$ cat config.mk
export PLATFORM = sky130hd
export DESIGN_NAME = alu_arbiter
export DESIGN_NICKNAME = d
export VERILOG_FILES = /design/src/rtl/alu_arbiter.sv
export SDC_FILE = /design/constraint.sdc
export NUM_CORES = 1
export LEC_CHECK = 0
export BUFFER_PORTS_ARGS = -buffer_cell sky130_fd_sc_hd__buf_2
export CAP_MARGIN = 20
export CELL_PAD_IN_SITES_DETAIL_PLACEMENT = 0
export CELL_PAD_IN_SITES_GLOBAL_PLACEMENT = 1
export CORE_MARGIN = 2
export CORE_UTILIZATION = 39
export CTS_CLUSTER_DIAMETER = 40
export CTS_CLUSTER_SIZE = 30
export DETAILED_ROUTE_END_ITERATION = 10
export GPL_TIMING_DRIVEN = 0
export PLACE_DENSITY_LB_ADDON = 0.3
export SYNTH_ARGS = -nofsm -noshare
export SYNTH_HDL_FRONTEND = slang
export SYNTH_SLANG_ARGS = --single-unit
$ cat constraint.sdc
create_clock -name clk -period 5.05 [get_ports clk]
set_input_delay 0.2525 -clock clk [delete_from_list [all_inputs] [get_ports clk]]
set_output_delay 0.2525 -clock clk [all_outputs]
set_load 0.05 [all_outputs]
$ cat src/rtl/alu_arbiter.sv
// Round-robin arbiter sharing one combinational ALU between NUM_REQ requesters.
// Results and flags are held in a single-entry response register tagged with the owner ID.

module alu #(
    parameter int WIDTH = 8
) (
    input  logic [WIDTH-1:0] a,
    input  logic [WIDTH-1:0] b,
    input  logic [2:0]       op,
    output logic [WIDTH-1:0] result,
    output logic             zero,
    output logic             overflow,
    output logic             carry
);

    logic [WIDTH:0] sum_s;
    logic [WIDTH:0] diff_s;

    // Opcode decode; carry and overflow only carry meaning for ADD/SUB, carry on SUB is borrow.
    always_comb begin
        sum_s    = {1'b0, a} + {1'b0, b};
        diff_s   = {1'b0, a} - {1'b0, b};
        result   = {WIDTH{1'b0}};
        overflow = 1'b0;
        carry    = 1'b0;
        case (op)
            3'b000: begin
                result   = sum_s[WIDTH-1:0];
                carry    = sum_s[WIDTH];
                overflow = (a[WIDTH-1] == b[WIDTH-1]) && (result[WIDTH-1] != a[WIDTH-1]);
            end
            3'b001: begin
                result   = diff_s[WIDTH-1:0];
                carry    = diff_s[WIDTH];
                overflow = (a[WIDTH-1] != b[WIDTH-1]) && (result[WIDTH-1] != a[WIDTH-1]);
            end
            3'b010:  result = a & b;
            3'b011:  result = a | b;
            3'b100:  result = a ^ b;
            3'b101:  result = ~a;
            3'b110:  result = a << b[2:0];
            3'b111:  result = a >> b[2:0];
            default: result = {WIDTH{1'b0}};
        endcase
        zero = (result == {WIDTH{1'b0}});
    end

endmodule

module alu_arbiter #(
    parameter int WIDTH   = 8,
    parameter int NUM_REQ = 4
) (
    input  logic                       clk,
    input  logic                       rst,
    input  logic [NUM_REQ-1:0]         req_valid,
    output logic [NUM_REQ-1:0]         req_ready,
    input  logic [NUM_REQ*WIDTH-1:0]   req_a,
    input  logic [NUM_REQ*WIDTH-1:0]   req_b,
    input  logic [NUM_REQ*3-1:0]       req_op,
    output logic                       rsp_valid,
    input  logic                       rsp_ready,
    output logic [$clog2(NUM_REQ)-1:0] rsp_id,
    output logic [WIDTH-1:0]           rsp_result,
    output logic                       rsp_zero,
    output logic                       rsp_overflow,
    output logic                       rsp_carry,
    output logic [15:0]                op_count
);

    localparam int ID_W = $clog2(NUM_REQ);

    typedef enum logic {
        EMPTY = 1'b0,
        FULL  = 1'b1
    } state_t;

    state_t            state_r;
    state_t            state_nxt_s;
    logic [ID_W-1:0]   prio_ptr_r;
    logic [ID_W-1:0]   cand_s;
    logic [ID_W-1:0]   grant_idx_s;
    logic              grant_found_s;
    logic              issue_open_s;
    logic              grant_valid_s;
    logic              rsp_done_s;
    logic [WIDTH-1:0]  alu_a_s;
    logic [WIDTH-1:0]  alu_b_s;
    logic [2:0]        alu_op_s;
    logic [WIDTH-1:0]  alu_result_s;
    logic              alu_zero_s;
    logic              alu_overflow_s;
    logic              alu_carry_s;
    logic [ID_W-1:0]   rsp_id_r;
    logic [WIDTH-1:0]  rsp_result_r;
    logic              rsp_zero_r;
    logic              rsp_overflow_r;
    logic              rsp_carry_r;
    logic [15:0]       op_count_r;

    // Round-robin search: scanning from the far end lets the candidate nearest prio_ptr win.
    always_comb begin
        grant_found_s = 1'b0;
        grant_idx_s   = {ID_W{1'b0}};
        cand_s        = {ID_W{1'b0}};
        for (int k = NUM_REQ - 1; k >= 0; k--) begin
            cand_s        = ID_W'((int'(prio_ptr_r) + k) % NUM_REQ);
            grant_idx_s   = req_valid[cand_s] ? cand_s : grant_idx_s;
            grant_found_s = grant_found_s | req_valid[cand_s];
        end
    end

    // Issue slot, grant vector and operand mux (requester 0 when idle).
    always_comb begin
        issue_open_s  = (state_r == EMPTY) || rsp_ready;
        grant_valid_s = issue_open_s && grant_found_s;
        rsp_done_s    = (state_r == FULL) && rsp_ready;
        if (grant_valid_s) begin
            req_ready = NUM_REQ'(1) << grant_idx_s;
        end else begin
            req_ready = {NUM_REQ{1'b0}};
        end
        alu_a_s  = req_a[int'(grant_idx_s)*WIDTH +: WIDTH];
        alu_b_s  = req_b[int'(grant_idx_s)*WIDTH +: WIDTH];
        alu_op_s = req_op[int'(grant_idx_s)*3 +: 3];
    end

    alu #(.WIDTH(WIDTH)) u_alu (
        .a        (alu_a_s),
        .b        (alu_b_s),
        .op       (alu_op_s),
        .result   (alu_result_s),
        .zero     (alu_zero_s),
        .overflow (alu_overflow_s),
        .carry    (alu_carry_s)
    );

    // Next-state logic: a grant always fills the slot, a bare retire empties it.
    always_comb begin
        state_nxt_s = state_r;
        case (state_r)
            EMPTY: begin
                if (grant_valid_s) state_nxt_s = FULL;
                else               state_nxt_s = EMPTY;
            end
            FULL: begin
                if (grant_valid_s)   state_nxt_s = FULL;
                else if (rsp_ready)  state_nxt_s = EMPTY;
                else                 state_nxt_s = FULL;
            end
            default: state_nxt_s = EMPTY;
        endcase
    end

    // FSM state register.
    always_ff @(posedge clk or posedge rst) begin
        if (rst) state_r <= EMPTY;
        else     state_r <= state_nxt_s;
    end

    // Response capture and priority pointer advance on every grant.
    always_ff @(posedge clk or posedge rst) begin
        if (rst) begin
            rsp_id_r       <= {ID_W{1'b0}};
            rsp_result_r   <= {WIDTH{1'b0}};
            rsp_zero_r     <= 1'b0;
            rsp_overflow_r <= 1'b0;
            rsp_carry_r    <= 1'b0;
            prio_ptr_r     <= {ID_W{1'b0}};
        end else if (grant_valid_s) begin
            rsp_id_r       <= grant_idx_s;
            rsp_result_r   <= alu_result_s;
            rsp_zero_r     <= alu_zero_s;
            rsp_overflow_r <= alu_overflow_s;
            rsp_carry_r    <= alu_carry_s;
            if (grant_idx_s == ID_W'(NUM_REQ - 1)) prio_ptr_r <= {ID_W{1'b0}};
            else                                   prio_ptr_r <= grant_idx_s + ID_W'(1);
        end else begin
            rsp_id_r       <= rsp_id_r;
            rsp_result_r   <= rsp_result_r;
            rsp_zero_r     <= rsp_zero_r;
            rsp_overflow_r <= rsp_overflow_r;
            rsp_carry_r    <= rsp_carry_r;
            prio_ptr_r     <= prio_ptr_r;
        end
    end

    // Completed-handshake counter, wraps naturally at 16 bits.
    always_ff @(posedge clk or posedge rst) begin
        if (rst)             op_count_r <= 16'd0;
        else if (rsp_done_s) op_count_r <= op_count_r + 16'd1;
        else                 op_count_r <= op_count_r;
    end

    assign rsp_valid    = (state_r == FULL);
    assign rsp_id       = rsp_id_r;
    assign rsp_result   = rsp_result_r;
    assign rsp_zero     = rsp_zero_r;
    assign rsp_overflow = rsp_overflow_r;
    assign rsp_carry    = rsp_carry_r;
    assign op_count     = op_count_r;

endmodule

## Yosys cells after proc, flatten, opt, wreduce, memory -nomap -nowiden

Cells that the tools add are included.
W data, S select, Z words.

| word-level totals | value |
|---|---|
| bits in registers | 32 |
| input port bits | 83 |
| output and inout bits | 34 |
| logic and storage cells | 74 |

| cells by class | value |
|---|---|
| add/subtract/negate cells | 7 |
| multipliers | 1 |
| $lt $le $gt $ge | 4 |
| equal/unequal tests | 12 |
| shift-type cells | 6 |
| multiplexer cells | 21 |
| bitwise logic cells | 8 |
| reduce and logical (&&, ||, !) cells | 7 |

Operators by type and width:

| operator | number |
|---|---|
| $pmux W8 S8 | 1 |
| $shiftx A32 B6 Y8 | 2 |
| $add A16 B1 Y16 const B | 1 |
| $eq A3 B3 Y1 const B | 4 |
| $lt A2 B3 Y1 const B | 4 |
| $shiftx A12 B5 Y3 | 1 |
| $mux W2 | 5 |
| $add A8 B8 Y9 | 1 |
| $sub A8 B8 Y9 | 1 |
| $and A8 B8 Y8 | 1 |
| $bmux W1 S2 | 4 |
| $logic_not A8 Y1 | 1 |
| $not A8 Y8 | 1 |
| $or A8 B8 Y8 | 1 |
| $shl A8 B3 Y8 | 1 |
| $shr A8 B3 Y8 | 1 |
| $xor A8 B8 Y8 | 1 |
| $mux W1 | 7 |
| $eq A3 B2 Y1 const B | 2 |
| $pmux W1 S2 | 3 |
| $add A2 B1 Y2 const B | 2 |
| $add A2 B2 Y2 const B | 2 |
| $logic_and A1 B1 Y1 | 4 |
| $mul A2 B2 Y4 const B | 1 |
| 10 further kinds | 14 |

## Depth between registers and ports, before layout

| depth | value |
|---|---|
| depth after elaboration | 12 |
| gate-level depth with buffers | 20 |
| mapped depth without buffers | 17 |

## Cells and area by module

Synthesis repeated with hierarchy kept, for this count alone.

| second synthesis, totals | value |
|---|---|
| cells, all modules | 444 |
| area, all modules | 4026.4 sq um |

By module, submodules not included:

| module | instances | cells each | area an instance (sq um) | sequential area each (sq um) |
|---|---|---|---|---|
| alu_arbiter | 1 | 176 | 2068.2 | 800.8 |
| alu | 1 | 268 | 1958.1 | 0.0 |

## Worst setup path after synthesis

Ideal clock, no wire load.

| timing | value |
|---|---|
| path kind | flip-flop to flip-flop |
| from | register prio_ptr_r[1] |
| to | register rsp_zero_r, in the netlist rsp_zero |
| library setup time | 0.104 ns |
| arrival time | 4.039 ns |
| data required time | 4.946 ns |
| slack | 0.908 ns |
| stages on the path, launching flop included | 19 |
| path buffers | 4 |
| period minus slack after synthesis | 4.142 ns |
| path through | dfrtp_1 or3b_1 o221ai_2 buf_12 buf_6 buf_1 mux2i_1 mux2i_1 ha_1 clkbuf_1 nand2b_1 a31oi_1 o21bai_1 a21oi_1 mux2i_1 o2111ai_1 o21ai_0 o32a_1 o41ai_2 |

| between the ends | value |
|---|---|
| longest elaborated chain between the ends | 12 |
| elaborated cells between the ends (all ways) | 41 |
| those cells by class | 5 x add/sub; 1 x mul; 7 x eq/ne; 5 x shift; 13 x mux; 7 x bitwise; 3 x reduce/logical |

RTL lines:

| item | RTL line | text |
|---|---|---|
| start, declared | 80 | `logic [ID_W-1:0] prio_ptr_r;` |
| start signal, assigned | 169 | `prio_ptr_r <= {ID_W{1'b0}};` |
| start signal, assigned | 176 | `if (grant_idx_s == ID_W'(NUM_REQ - 1)) prio_ptr_r <= {ID_W{1'b0}};` |
| start signal, assigned | 177 | `else prio_ptr_r <= grant_idx_s + ID_W'(1);` |
| $add A2 B2 Y2 | 107 | `cand_s = ID_W'((int'(prio_ptr_r) + k) % NUM_REQ);` |
| $bmux W1 S2 | 108, 109 |  |
| $mux W1 (implied by the code) | 108, 109 |  |
| $mux W2 (4 in a row) | 108 | `grant_idx_s = req_valid[cand_s] ? cand_s : grant_idx_s;` |
| $mul A2 B2 Y4 | 125 | `alu_op_s = req_op[int'(grant_idx_s)*3 +: 3];` |
| $shiftx A12 B5 Y3 | 125 |  |
| $eq A3 B3 Y1, or another cell as far along | 26 | `case (op)` |
| $pmux W8 S8 | 26 |  |
| $logic_not A8 Y1 | 45 | `zero = (result == {WIDTH{1'b0}});` |
| end signal, assigned | 173 | `rsp_zero_r <= alu_zero_s;` |
| end signal, assigned | 181 | `rsp_zero_r <= rsp_zero_r;` |
| end, declared | 96 | `logic rsp_zero_r;` |

Parallel ways exist; a longest one is shown, timed or not. The select of a mux whose other input is x is not followed.
A chain may end at the register's enable or synchronous reset.

## Worst setup path after layout

Same ends and word-level chain as after synthesis.

==> out/results.txt <==
Die W = 101 um
Min Clock Period, post-route = 4690 ps
CP Launch Type = flop
Synth Register Bits = 32
num rows = 35
RR Endpoint = rsp_zero
Synth Warn # = 0
setup_tns = 0 ps
final non-filler cell total = 673
largest net degree at the start of global routing = 18
r2r startpoint = prio_ptr_r[1]
Clk Latency, worst-skew pair = 280 ps
nets = 658
VDD IR max = 0.209 mV
Synth Flop Type = dfrtp_1
DR vias/cell = 5.42
largest area contributor in the netlist = dfrtp_1
final WL = 11100 um
CTS Buffer Depth = 2
vias in the first global route = 3722
Root Buffer = clkbuf_8
Worst Max-Slew Pin Slew = 857 ps
Setup Buffers After CTS = 0
Synth top area share = 21.6%
top cells by area, synth = dfrtp_1, mux2i_1, ha_1, xnor2_1, nand2_1
CP Class = reg2reg
gpl congestion = 0.897
Syn Inst Count = 419
top-count cell post-synth = nand2_1
drt initial violations = 245
GR Util All Layers = 22.4%
PortBufs = 116
Final period util = 92.9%
pre-CTS WS = 248 ps
hold_buf cts = 0
pins over their slew limit = 0
Filler cells = 895
status = finished clean
Inst Count DP = 665
Routed WL per cell = 16.5 um
global-route wire length before repair = 18300 um
share of synthesized registers carrying an async set or reset = 100%
skew final = 4.26 ps
synth cell count leaders = nand2_1, mux2i_1, dfrtp_1
syn_area_per_cell = 8.83 um^2
hold crit path type = in2async
MaxCap Viol Count = 0
Die Ht = 101 um
achievable frequency = 213 MHz
Seq/Total Area, Yosys = 21.6%
number of flops mapped to enable cells by yosys = 0
Syn Nets = 534
H-tree Lvls = 2
reg2reg setup slack = 360 ps
CP Data Required Time = 5230 ps
die area = 10300 um^2
CTS tree = built
Leak = 0.00226 uW
R2R cell count = 20
DRC = 0
Core Region = 9240 um^2
Register Area = 801 um^2
CP arrival = 4880 ps
PwrDens = 571 nW/um^2
Post-Syn Area = 3700 um^2
synthesis-to-layout area growth = 24.1%
# diodes = 0
Num CTS Buffers = 5
final setup vio count = 0
CP endpoint kind = flop
crit path max fanout = 12
First-pass DRT Iterations = 5
via count = 3650
number of library cell types mapped by synthesis = 63
gr ovfl total = 0
Clock Sinks = 32
final worst slack = 359 ps
Final Hold Vio Count = 0
initial antenna violation count = 0
clock-pin slew on the worst setup and hold paths = 70 ps
dpl hpwl = 9040 um
Design Power = 2620 uW
Routed Antenna Nets = 0
starting density of the core = 40.1%
Fin Hold WS = 81.5 ps
RSZ-0062 raised after global routing = no
Slew HR = 41.2%
area of the multi-input gates = 2680 um^2
top-level port count = 117
fraction of layout cells with a size suffix above 1 = 31.8%
kinds of logic after synthesis:
logic type | synth area share (%)
AOI/OAI and AO/OA | 19.1
and+or+nand+nor | 13.7
DFF | 21.6
buffers and inverters | 6.12
adders and majority gates | 11.2
xor gates and xnor gates | 6.15
muxes | 22.1
routing by layer:
layer	share of wire, %	vias up	track usage (%)	routed length (um)
met5	0	-	0	0
met4	2.4	0	8.52	272
met3	5.0	18	2.69	557
met2	49	142	39.9	5460
met1	43	1716	27.5	4820
li1	-	1774	-	-
cell usage in the layout, fill, tap and decap left out, drive strengths merged, types with 7 or more instances in the layout:
| cell type | count |
|---|---|
| buf | 128 |
| mux2i | 45 |
| nor3 | 9 |
| nand3 | 11 |
| a21oi | 27 |
| ha | 30 |
| mux2 | 15 |
| and2 | 7 |
| inv | 27 |
| o31ai | 7 |
| nor2 | 26 |
| mux4 | 7 |
| clkbuf | 14 |
| dfrtp | 32 |
| xnor2 | 20 |
| nand2 | 43 |
| o21ai | 19 |
power by group:
group | switching (uW) | total [uW] | internal (uW)
clock network | 99.9 | 246 | 146
logic | 1250 | 1980 | 728
registers | 62.8 | 395 | 332
stage by stage:
stage / utilization, % / cell area [um^2]
floorplan: - / 3700
global placement: 48.1 / 4440
detailed placement: 48.4 / 4470
CTS: 49.6 / 4580
global route: 49.7 / 4590
finish: 49.7 / 4590
area by class of cell:
cell class,count,share of cell area (%)
plain buffers,20,2.62
clock buffers,5,1.50
clock inverters,3,0.926
inverters,27,2.37
multi-input cells,340,58.4
flip-flops and latches,32,17.4
well taps,129,3.51
repair buffers,117,13.2
worst max path at each step:
stage / startpoint / to / slack, ps / depth (start not counted)
4_1_cts: prio_ptr_r[1] / rsp_zero / 200 / 18
3_5_place_dp: prio_ptr_r[1] / rsp_zero / 250 / 18
3_3_place_gp: prio_ptr_r[1] / rsp_zero / 280 / 18
6_report: prio_ptr_r[1] / rsp_zero / 360 / 20
5_1_grt: prio_ptr_r[1] / rsp_zero / 90 / 20
2_1_floorplan: prio_ptr_r[1] / rsp_zero / 910 / 18
sequential cells by signal (all words and copies together) (netlist names):
register,count
rsp_overflow,1
op_count,16
prio_ptr_r,2
rsp_zero,1
rsp_result,8
rsp_valid,1
rsp_id,2
rsp_carry,1
worst max-delay path, stage by stage, from the launching register on:
cell       delay [ps]
dfrtp_1           440
or3b_1            410
o221ai_2           90
buf_12            180
buf_6             170
mux2i_1           120
mux2i_4           280
inv_2              60
buf_2             200
buf_2             240
ha_1              210
o21bai_1          170
a211o_1           320
a31oi_1           290
o21bai_1          130
a21oi_2           220
mux2i_1           110
o2111ai_1          90
o21ai_0           110
o32a_1            410
o41ai_2           320
repair_timing:
action,CTS,global route
gates resized for setup,0,5
endpoints found under the setup margin,0,2
hold endpoints to repair,0,0
Power figures use the tool's default switching activity.
